--- src/rtl/sequence_capture.sv ---
// Captures a sequence of single-switch presses into packed 2-bit codes,
// with per-press/release inactivity timeout and one-cycle status pulses.
module sequence_capture #(
  parameter int MAX_LEN      = 16,
  parameter int TIMEOUT_CLKS = 75000000
) (
  input  logic                   i_Clk,
  input  logic                   i_Rst_L,
  input  logic                   i_Switch_1,
  input  logic                   i_Switch_2,
  input  logic                   i_Switch_3,
  input  logic                   i_Switch_4,
  input  logic                   i_Start,
  input  logic [4:0]             i_Len,
  output logic [2*MAX_LEN-1:0]   o_Seq,
  output logic [4:0]             o_Count,
  output logic                   o_Busy,
  output logic                   o_Done,
  output logic                   o_Error,
  output logic                   o_Timeout
);

  localparam int TMO_W = (TIMEOUT_CLKS > 1) ? $clog2(TIMEOUT_CLKS) : 1;
  localparam logic [TMO_W-1:0] TMO_LAST = TMO_W'(TIMEOUT_CLKS - 1);
  localparam logic [5:0] MAX_LEN_W = 6'(MAX_LEN);

  typedef enum logic [2:0] {
    IDLE,
    WAIT_PRESS,
    WAIT_RELEASE,
    DONE,
    ERROR
  } state_t;

  state_t                 state_q, state_d;
  logic [3:0]             sw, sw_p1;
  logic [1:0]             code_q, code_d;
  logic [4:0]             len_q;
  logic [4:0]             count_q;
  logic [2*MAX_LEN-1:0]   seq_q;
  logic [TMO_W-1:0]       tmo_q;
  logic                   tmo_flag_q;
  logic                   press, one_hot, len_ok, tmo_expired;
  logic                   accept, commit, timeout_hit;

  function automatic logic [1:0] sw_code(input logic [3:0] s);
    logic [1:0] c;
    c = 2'd0;
    unique case (s)
      4'b0010: c = 2'd1;
      4'b0100: c = 2'd2;
      4'b1000: c = 2'd3;
      default: c = 2'd0;
    endcase
    return c;
  endfunction

  assign sw          = {i_Switch_4, i_Switch_3, i_Switch_2, i_Switch_1};
  // A press is an edge from all-released, so switches held on entry never count.
  assign press       = (sw_p1 == 4'b0000) && (sw != 4'b0000);
  assign one_hot     = (sw == 4'b0001) || (sw == 4'b0010) ||
                       (sw == 4'b0100) || (sw == 4'b1000);
  assign len_ok      = (i_Len != 5'd0) && ({1'b0, i_Len} <= MAX_LEN_W);
  assign tmo_expired = (tmo_q == TMO_LAST);

  always_comb begin
    state_d     = state_q;
    code_d      = code_q;
    accept      = 1'b0;
    commit      = 1'b0;
    timeout_hit = 1'b0;
    unique case (state_q)
      IDLE: begin
        if (i_Start) begin
          if (len_ok) begin
            accept  = 1'b1;
            state_d = WAIT_PRESS;
          end else begin
            state_d = ERROR;
          end
        end
      end
      WAIT_PRESS: begin
        if (press) begin
          if (one_hot) begin
            code_d  = sw_code(sw);
            state_d = WAIT_RELEASE;
          end else begin
            state_d = ERROR;
          end
        end else if (tmo_expired) begin
          timeout_hit = 1'b1;
          state_d     = ERROR;
        end
      end
      WAIT_RELEASE: begin
        if ((sw & ~(4'b0001 << code_q)) != 4'b0000) begin
          state_d = ERROR;
        end else if (sw == 4'b0000) begin
          commit  = 1'b1;
          state_d = ((count_q + 5'd1) == len_q) ? DONE : WAIT_PRESS;
        end else if (tmo_expired) begin
          timeout_hit = 1'b1;
          state_d     = ERROR;
        end
      end
      DONE:    state_d = IDLE;
      ERROR:   state_d = IDLE;
      default: state_d = IDLE;
    endcase
  end

  always_ff @(posedge i_Clk or negedge i_Rst_L) begin
    if (!i_Rst_L) begin
      state_q    <= IDLE;
      sw_p1      <= 4'b0000;
      code_q     <= 2'd0;
      len_q      <= 5'd0;
      count_q    <= 5'd0;
      seq_q      <= '0;
      tmo_q      <= '0;
      tmo_flag_q <= 1'b0;
    end else begin
      state_q    <= state_d;
      sw_p1      <= sw;
      code_q     <= code_d;
      tmo_flag_q <= timeout_hit;
      if (state_d != state_q) begin
        tmo_q <= '0;
      end else if (state_q == WAIT_PRESS || state_q == WAIT_RELEASE) begin
        tmo_q <= tmo_q + 1'b1;
      end else begin
        tmo_q <= '0;
      end
      if (accept) begin
        len_q   <= i_Len;
        count_q <= 5'd0;
        seq_q   <= '0;
      end else if (commit) begin
        count_q <= count_q + 5'd1;
        for (int k = 0; k < MAX_LEN; k++) begin
          if (count_q == 5'(k)) begin
            seq_q[2*k +: 2] <= code_q;
          end
        end
      end
    end
  end

  assign o_Seq     = seq_q;
  assign o_Count   = count_q;
  assign o_Busy    = (state_q == WAIT_PRESS) || (state_q == WAIT_RELEASE);
  assign o_Done    = (state_q == DONE);
  assign o_Error   = (state_q == ERROR);
  assign o_Timeout = (state_q == ERROR) && tmo_flag_q;

endmodule

--- config.mk ---
export PLATFORM = sky130hd
export DESIGN_NAME = sequence_capture
export DESIGN_NICKNAME = d
export VERILOG_FILES = /design/src/rtl/sequence_capture.sv
export SDC_FILE = /design/constraint.sdc
export NUM_CORES = 1
export LEC_CHECK = 0
export CAP_MARGIN = 5
export CORE_UTILIZATION = 50
export CTS_CLUSTER_SIZE = 25
export DETAILED_ROUTE_END_ITERATION = 10
export GPL_TIMING_DRIVEN = 1
export PLACE_DENSITY = 0.85
export SETUP_SLACK_MARGIN = 0.1
export SLEW_MARGIN = 20
export SYNTH_ARGS = -nofsm -noshare
export SYNTH_HDL_FRONTEND = slang
export SYNTH_SLANG_ARGS = --single-unit
--- constraint.sdc ---
create_clock -name i_Clk -period 1.65 [get_ports i_Clk]
set_input_delay 0.495 -clock i_Clk [delete_from_list [all_inputs] [get_ports i_Clk]]
set_output_delay 0.495 -clock i_Clk [all_outputs]
set_load 0.01 [all_outputs]
* Word level (Yosys, flattened, before mapping) *
Cells that the tools add are included.

word-level totals
  flip-flop bits (word level) = 79
  bits in latches = 0
  memory bits (writable) = 0
  ROM bits = 0
  input port bits = 12
  output and inout port bits = 41
  word-level logic and storage cells = 146
  memories kept = 0

cells by class
  $add $sub $neg = 2
  multipliers = 0
  div/mod/pow operators = 0
  magnitude comparators = 1
  eq/ne operators = 26
  shifts and indexed selects = 1
  multiplexer cells = 43
  bitwise gates (word level) = 2
  reduce and logical (&&, ||, !) cells = 48

operators by type and width
  kind                                                    number
  2-to-1 mux 32 bit                                       2
  2-to-1 mux 27 bit                                       2
  equality test 5 x 4 -> 1 bit (second input constant)    8
  2-to-1 mux 2 bit                                        17
  nonzero test 2 bit                                      17
  AND reduction 2 bit                                     16
  adder 27 x 1 -> 27 bit (second input constant)          1
  equality test 27 bit (second input constant)            1
  2-to-1 mux 3 bit                                        7
  equality test 5 x 3 -> 1 bit (second input constant)    4
  equality test 5 x 2 -> 1 bit (second input constant)    2
  2-to-1 mux 1 bit                                        10
  2-to-1 mux 5 bit                                        2
  case mux 3 bit (3 select lines)                         1
  zero test 4 bit                                         2
  nonzero test 4 bit                                      2
  equality test 3 x 2 -> 1 bit (second input constant)    2
  case mux 2 bit (3 select lines)                         1
  adder 5 x 1 -> 5 bit (second input constant)            1
  equality test 5 x 1 -> 1 bit (second input constant)    1
  equality test 5 bit                                     1
  less-or-equal comparator 5 bit (second input constant)  1
  zero test 5 bit                                         1
  nonzero test 5 bit                                      1
  other kinds (15)                                        20

* Logic depth before layout (Yosys ltp) *
  depth after elaboration = 9
  gate-level depth with buffers = 8
  mapped depth without buffers = 7

* Worst setup path before layout *
Ideal clock, no wire load.

  path kind = input to register
  start = input i_Switch_3
  end = register seq_q[29], in the netlist o_Seq[29]
  library setup time = 0.132 ns
  arrival = 1.918 ns
  required time = 1.518 ns
  setup slack = -0.400 ns
  stages = 7
  path buffers = 2
  path through = buf_2 or4_4 nor3_4 buf_6 nand4_2 mux2i_1 nor2_1

on the way
  cells in the longest elaborated chain, start to end = 6
  elaborated cells on any way between the ends = 8
  those cells by class = mux: 3; bitwise: 1; reduce/logical: 4

ends and longest elaborated chain
  what                                                    line    source
  start, declared                                         11      input logic i_Switch_3,
  zero test 4 bit or AND 4 bit (tied branches)            99, 97
  2-to-1 mux 1 bit or nonzero test 4 bit (tied branches)  99, 97
  2-to-1 mux 1 bit *                                      97      if ((sw & ~(4'b0001 << code_q)) != 4'b0000) begin
  2-to-1 mux 1 bit *                                      72      unique case (state_q)
  nonzero test 2 bit (no line) *                          -
  AND reduction 2 bit (no line) *                         -
  end signal, assigned by index                           143     seq_q[2*k +: 2] <= code_q;
  end, declared                                           40      logic [2*MAX_LEN-1:0] seq_q;

Mark *: on every way between the ends. The rest lies on a longest branch, timed or not.
A chain may end at the register's enable or synchronous reset.

* Worst setup path after layout *
  start = register state_q[2]
  end = register seq_q[30], in the netlist o_Seq[30]

on the way
  cells in the longest elaborated chain, start to end = 4
  elaborated cells on any way between the ends = 8
  those cells by class = eq/ne: 1; mux: 3; reduce/logical: 4

ends and longest elaborated chain
  what                                                             line  source
  start, declared                                                  35    state_t state_q, state_d;
  start signal, assigned                                           124   state_q <= state_d;
  equality test 3 x 2 -> 1 bit or zero test 3 bit (tied branches)  72
  2-to-1 mux 1 bit                                                 72
  nonzero test 2 bit (no line)                                     -
  AND reduction 2 bit (no line)                                    -

Several ways; a longest one is shown, not always the timed one.

==> flow_metrics.env <==
export IMPL_ios=53
export IMPL_fin_crit_ns=2.170
export IMPL_synthMuxAreaShare_pct=10.10
export IMPL_cp_start_kind="flop"
export IMPL_synth_edf_count=0
export IMPL_async_flop_share_pct=100.0
export IMPL_synth_cell_types=45
export IMPL_ys_top_cells_by_count="dfrtp_1, nor2_1, mux2i_1"
export IMPL_die_h_um=91.17
export IMPL_cp_arrival_ns=2.47
export IMPL_initial_core_util_pct=51.44
export IMPL_status="finished, violations left"
export IMPL_num_vias=4206
export IMPL_total_leakage_power_uw=0.002984
export IMPL_grt_overflow=0
export IMPL_placementRows=32
export IMPL_power_density_nw_per_um2=898.3
export IMPL_setup_viol=79
export IMPL_cp_end_kind="flop"
export IMPL_drv_slew=0
export IMPL_crit_chain="buf_6 -> or3b_4 -> buf_6 -> buf_4 -> buf_6 -> buf_6 -> nor2_4 -> buf_6 -> nand3_2 -> a21oi_2"
export IMPL_synth_compound_area_share_pct=3.274
export IMPL_vias_per_cell=6.392
export IMPL_clockBufferDepth=2
export IMPL_worstMarginPinSlew_ns=0.6325
export IMPL_ant_nets=0
export IMPL_fin_crit_sh_pct=131.5
export IMPL_ff2ff_path_depth=10
export IMPL_grt_max_degree=50
export IMPL_min_path_cells=1
export IMPL_fp_dieW_um=91.17
export IMPL_grt_antenna_before_repair=0
export IMPL_rsz0062_at_grt="yes"
export IMPL_dpl_hpwl_um=6655
export IMPL_setup_tns_final_ns=-29.29
export IMPL_synth_top_area_share_pct=49.73
export IMPL_port_buffers=52
export IMPL_ir_worst_vdd_v=0.0005480
export IMPL_synth_xor_area_share_pct=7.932
export IMPL_avgSynthCellArea_um2=10.22
export IMPL_crit_required_ns=1.95
export IMPL_ys_seq_area_share_pct=49.73
export IMPL_clockRootBuffer="clkbuf_8"
export IMPL_fp_dieArea_um2=8311
export IMPL_violations="setup timing"
export IMPL_setup_slack_ns=-0.5200
export IMPL_crit_type="reg2reg"
export IMPL_core_um2=7727
export IMPL_fin_util_pct=82.93
export IMPL_maxCapViolations=0
export IMPL_clkLatencyLatePin_ns=0.39
export IMPL_area_growth_pct=61.22
export IMPL_fmax_mhz=460.8
export IMPL_track_usage_pct=31.13
export IMPL_synthAdderAreaFrac_pct=1.889
export IMPL_cp_slowest_cell="dfrtp_1"
export IMPL_synthTopCellsByArea="dfrtp_1, mux2i_1, nor2_1"
export IMPL_grt_pass1_vias=3803
export IMPL_max_slew_margin_rel_pct=57.74
export IMPL_ys_warnings_count=0
export IMPL_hold_path_class="reg2reg"
export IMPL_wire_per_inst_um=25.97
export IMPL_gp_congestion=0.8670
export IMPL_yosysMostFrequentCell="dfrtp_1"
export IMPL_numCtsBuffers=9
export IMPL_clkTransAtPathRegs_ns=0.10
export IMPL_synthFlopType="dfrtp_1"
export IMPL_detail_route_iter0_violations=427
export IMPL_cts_tree="done"
export IMPL_n_antenna_cell=0
export IMPL_crit_fanout=4
export IMPL_drive_gt1_share_pct=44.06
export IMPL_fillers=335
export IMPL_grt_pass1_wl_um=19690
export IMPL_synth_simple_gate_area_share_pct=22.95
export IMPL_hold_viol_final=0
export IMPL_clock_skew_ns=0.02066
export IMPL_clkSinkCount=79
export IMPL_drtPass1Iterations=5
export IMPL_fin_nets=569
export IMPL_ctsHtreeMaxLevel=3
export IMPL_synth_area_um2=3975
export IMPL_synth_fp_nets=407
export IMPL_crit_path_max_incr_delay_ns=0.41
export IMPL_critPathMostFrequentCell="buf_6"
export IMPL_remaining_drc_errors=0
export IMPL_synth_seq_cells=79
export IMPL_syn_inst=389
export IMPL_routed_wirelength_um=17090
export IMPL_synth_top_family_by_area="simple AND/OR/NAND/NOR gates"
export IMPL_yosys_area_top_type="dfrtp_1"
==> worst max-delay path, delay by kind of cell (launching register included) <==
family	cells	cell delay, ns
and+or+nand+nor	3	0.66
AOI/OAI and AO/OA	1	0.23
buffers and inverters	6	0.79
DFF	1	0.41
==> routing by layer <==
metal / share of wire (%) / vias to the layer above / global-route usage, %
met2: 48 / 358 / 54.80
li1: - / 1664 / -
met1: 36 / 2053 / 37.15
met5: 0 / - / 0
met3: 8.4 / 131 / 4.690
met4: 7.9 / 0 / 15.34
==> metrics by stage <==
step	hold slack (ns)	power, µW	cell area [µm²]	std cells	setup slack (ns)
after floorplan	0.1994	2719	4071	389	-0.3309
after global placement	0.3575	3055	5091	584	-0.7402
final	0.4981	5757	6409	658	-0.5200
after global routing	0.5282	5878	6409	658	-0.6143
after CTS	0.4580	5044	5773	626	-0.3123
after detailed placement	0.3623	3096	5091	584	-0.8786
==> cells in the final DEF (no fill, tap or decap), drive strengths merged, types with 2 or more instances in the layout <==
cell,count
o21ai,10
o22ai,2
clkbuf,12
nor3b,3
nand3,19
nand2,20
clkinv,2
ha,6
nand4,15
inv,12
a21oi,4
bufbuf,2
xnor2,23
nor4,11
buf,125
and2,6
mux2i,30
clkdlybuf4s50,2
nand2b,2
dfrtp,79
mux2,9
clkdlybuf4s15,25
or3b,2
and4,4
xor2,13
nor3,10
dlygate4sd2,16
and3,7
nor4b,3
nor2,64
nor2b,3
or4,3
==> timing repair <==
| item | 4_1_cts | 5_1_grt |
|---|---|---|
| gates resized for setup | 132 | 120 |
| hold buffers | 1 | 0 |
| buffers inserted | 21 | 32 |
| gates cloned | 5 | 1 |
| setup endpoints to repair | 116 | 108 |
| pin swaps | 20 | 49 |
| hold endpoints to repair | 13 | 0 |
==> final timing paths <==
path / from / endpoint / slack (ns)
max in group asynchronous: i_Rst_L / tmo_q[9] / 0.58
max reg2reg: state_q[2] / o_Seq[30] / -0.52
min in group asynchronous: i_Rst_L / o_Seq[20] / 0.51
max: state_q[2] / o_Seq[30] / -0.52
min: tmo_q[0] / tmo_q[0] / 0.50
min reg2reg: tmo_q[0] / tmo_q[0] / 0.50
==> area by class of cell <==
cell class,instances,area (µm²),share of cell area (%)
clock inverters,7,77.57,1.210
flip-flops and latches,79,1982,30.93
repair buffers,174,1642,25.61
well taps,102,127.6,1.991
multi-input cells,278,2422,37.80
inverters,9,33.78,0.5271
clock buffers,9,123.9,1.933
==> state kept, by name (all words and copies together), names as in the netlist <==
name / count
code_q: 2
len_q: 5
o_Count: 5
o_Seq: 32
state_q: 3
sw_p1: 4
tmo_flag_q: 1
tmo_q: 27
==> cells by family (layout without fill, tap and decap cells) <==
| logic type | count (synthesis) | count (layout) |
|---|---|---|
| buffers and inverters | 33 | 199 |
| flip-flops | 79 | 79 |
| multiplexers | 39 | 39 |
| AO/OA/AOI/OAI | 22 | 22 |
| adder cells (fa/ha/maj) | 6 | 6 |
| XOR/XNOR | 36 | 36 |
| AND/OR/NAND/NOR | 174 | 175 |
==> report_power, final <==
part           total, µW  internal, µW  switching (µW)
logic               2040           996            1050
registers           2150          2040             102
clock network       1570           716             851
Power figures use the tool's default switching activity.
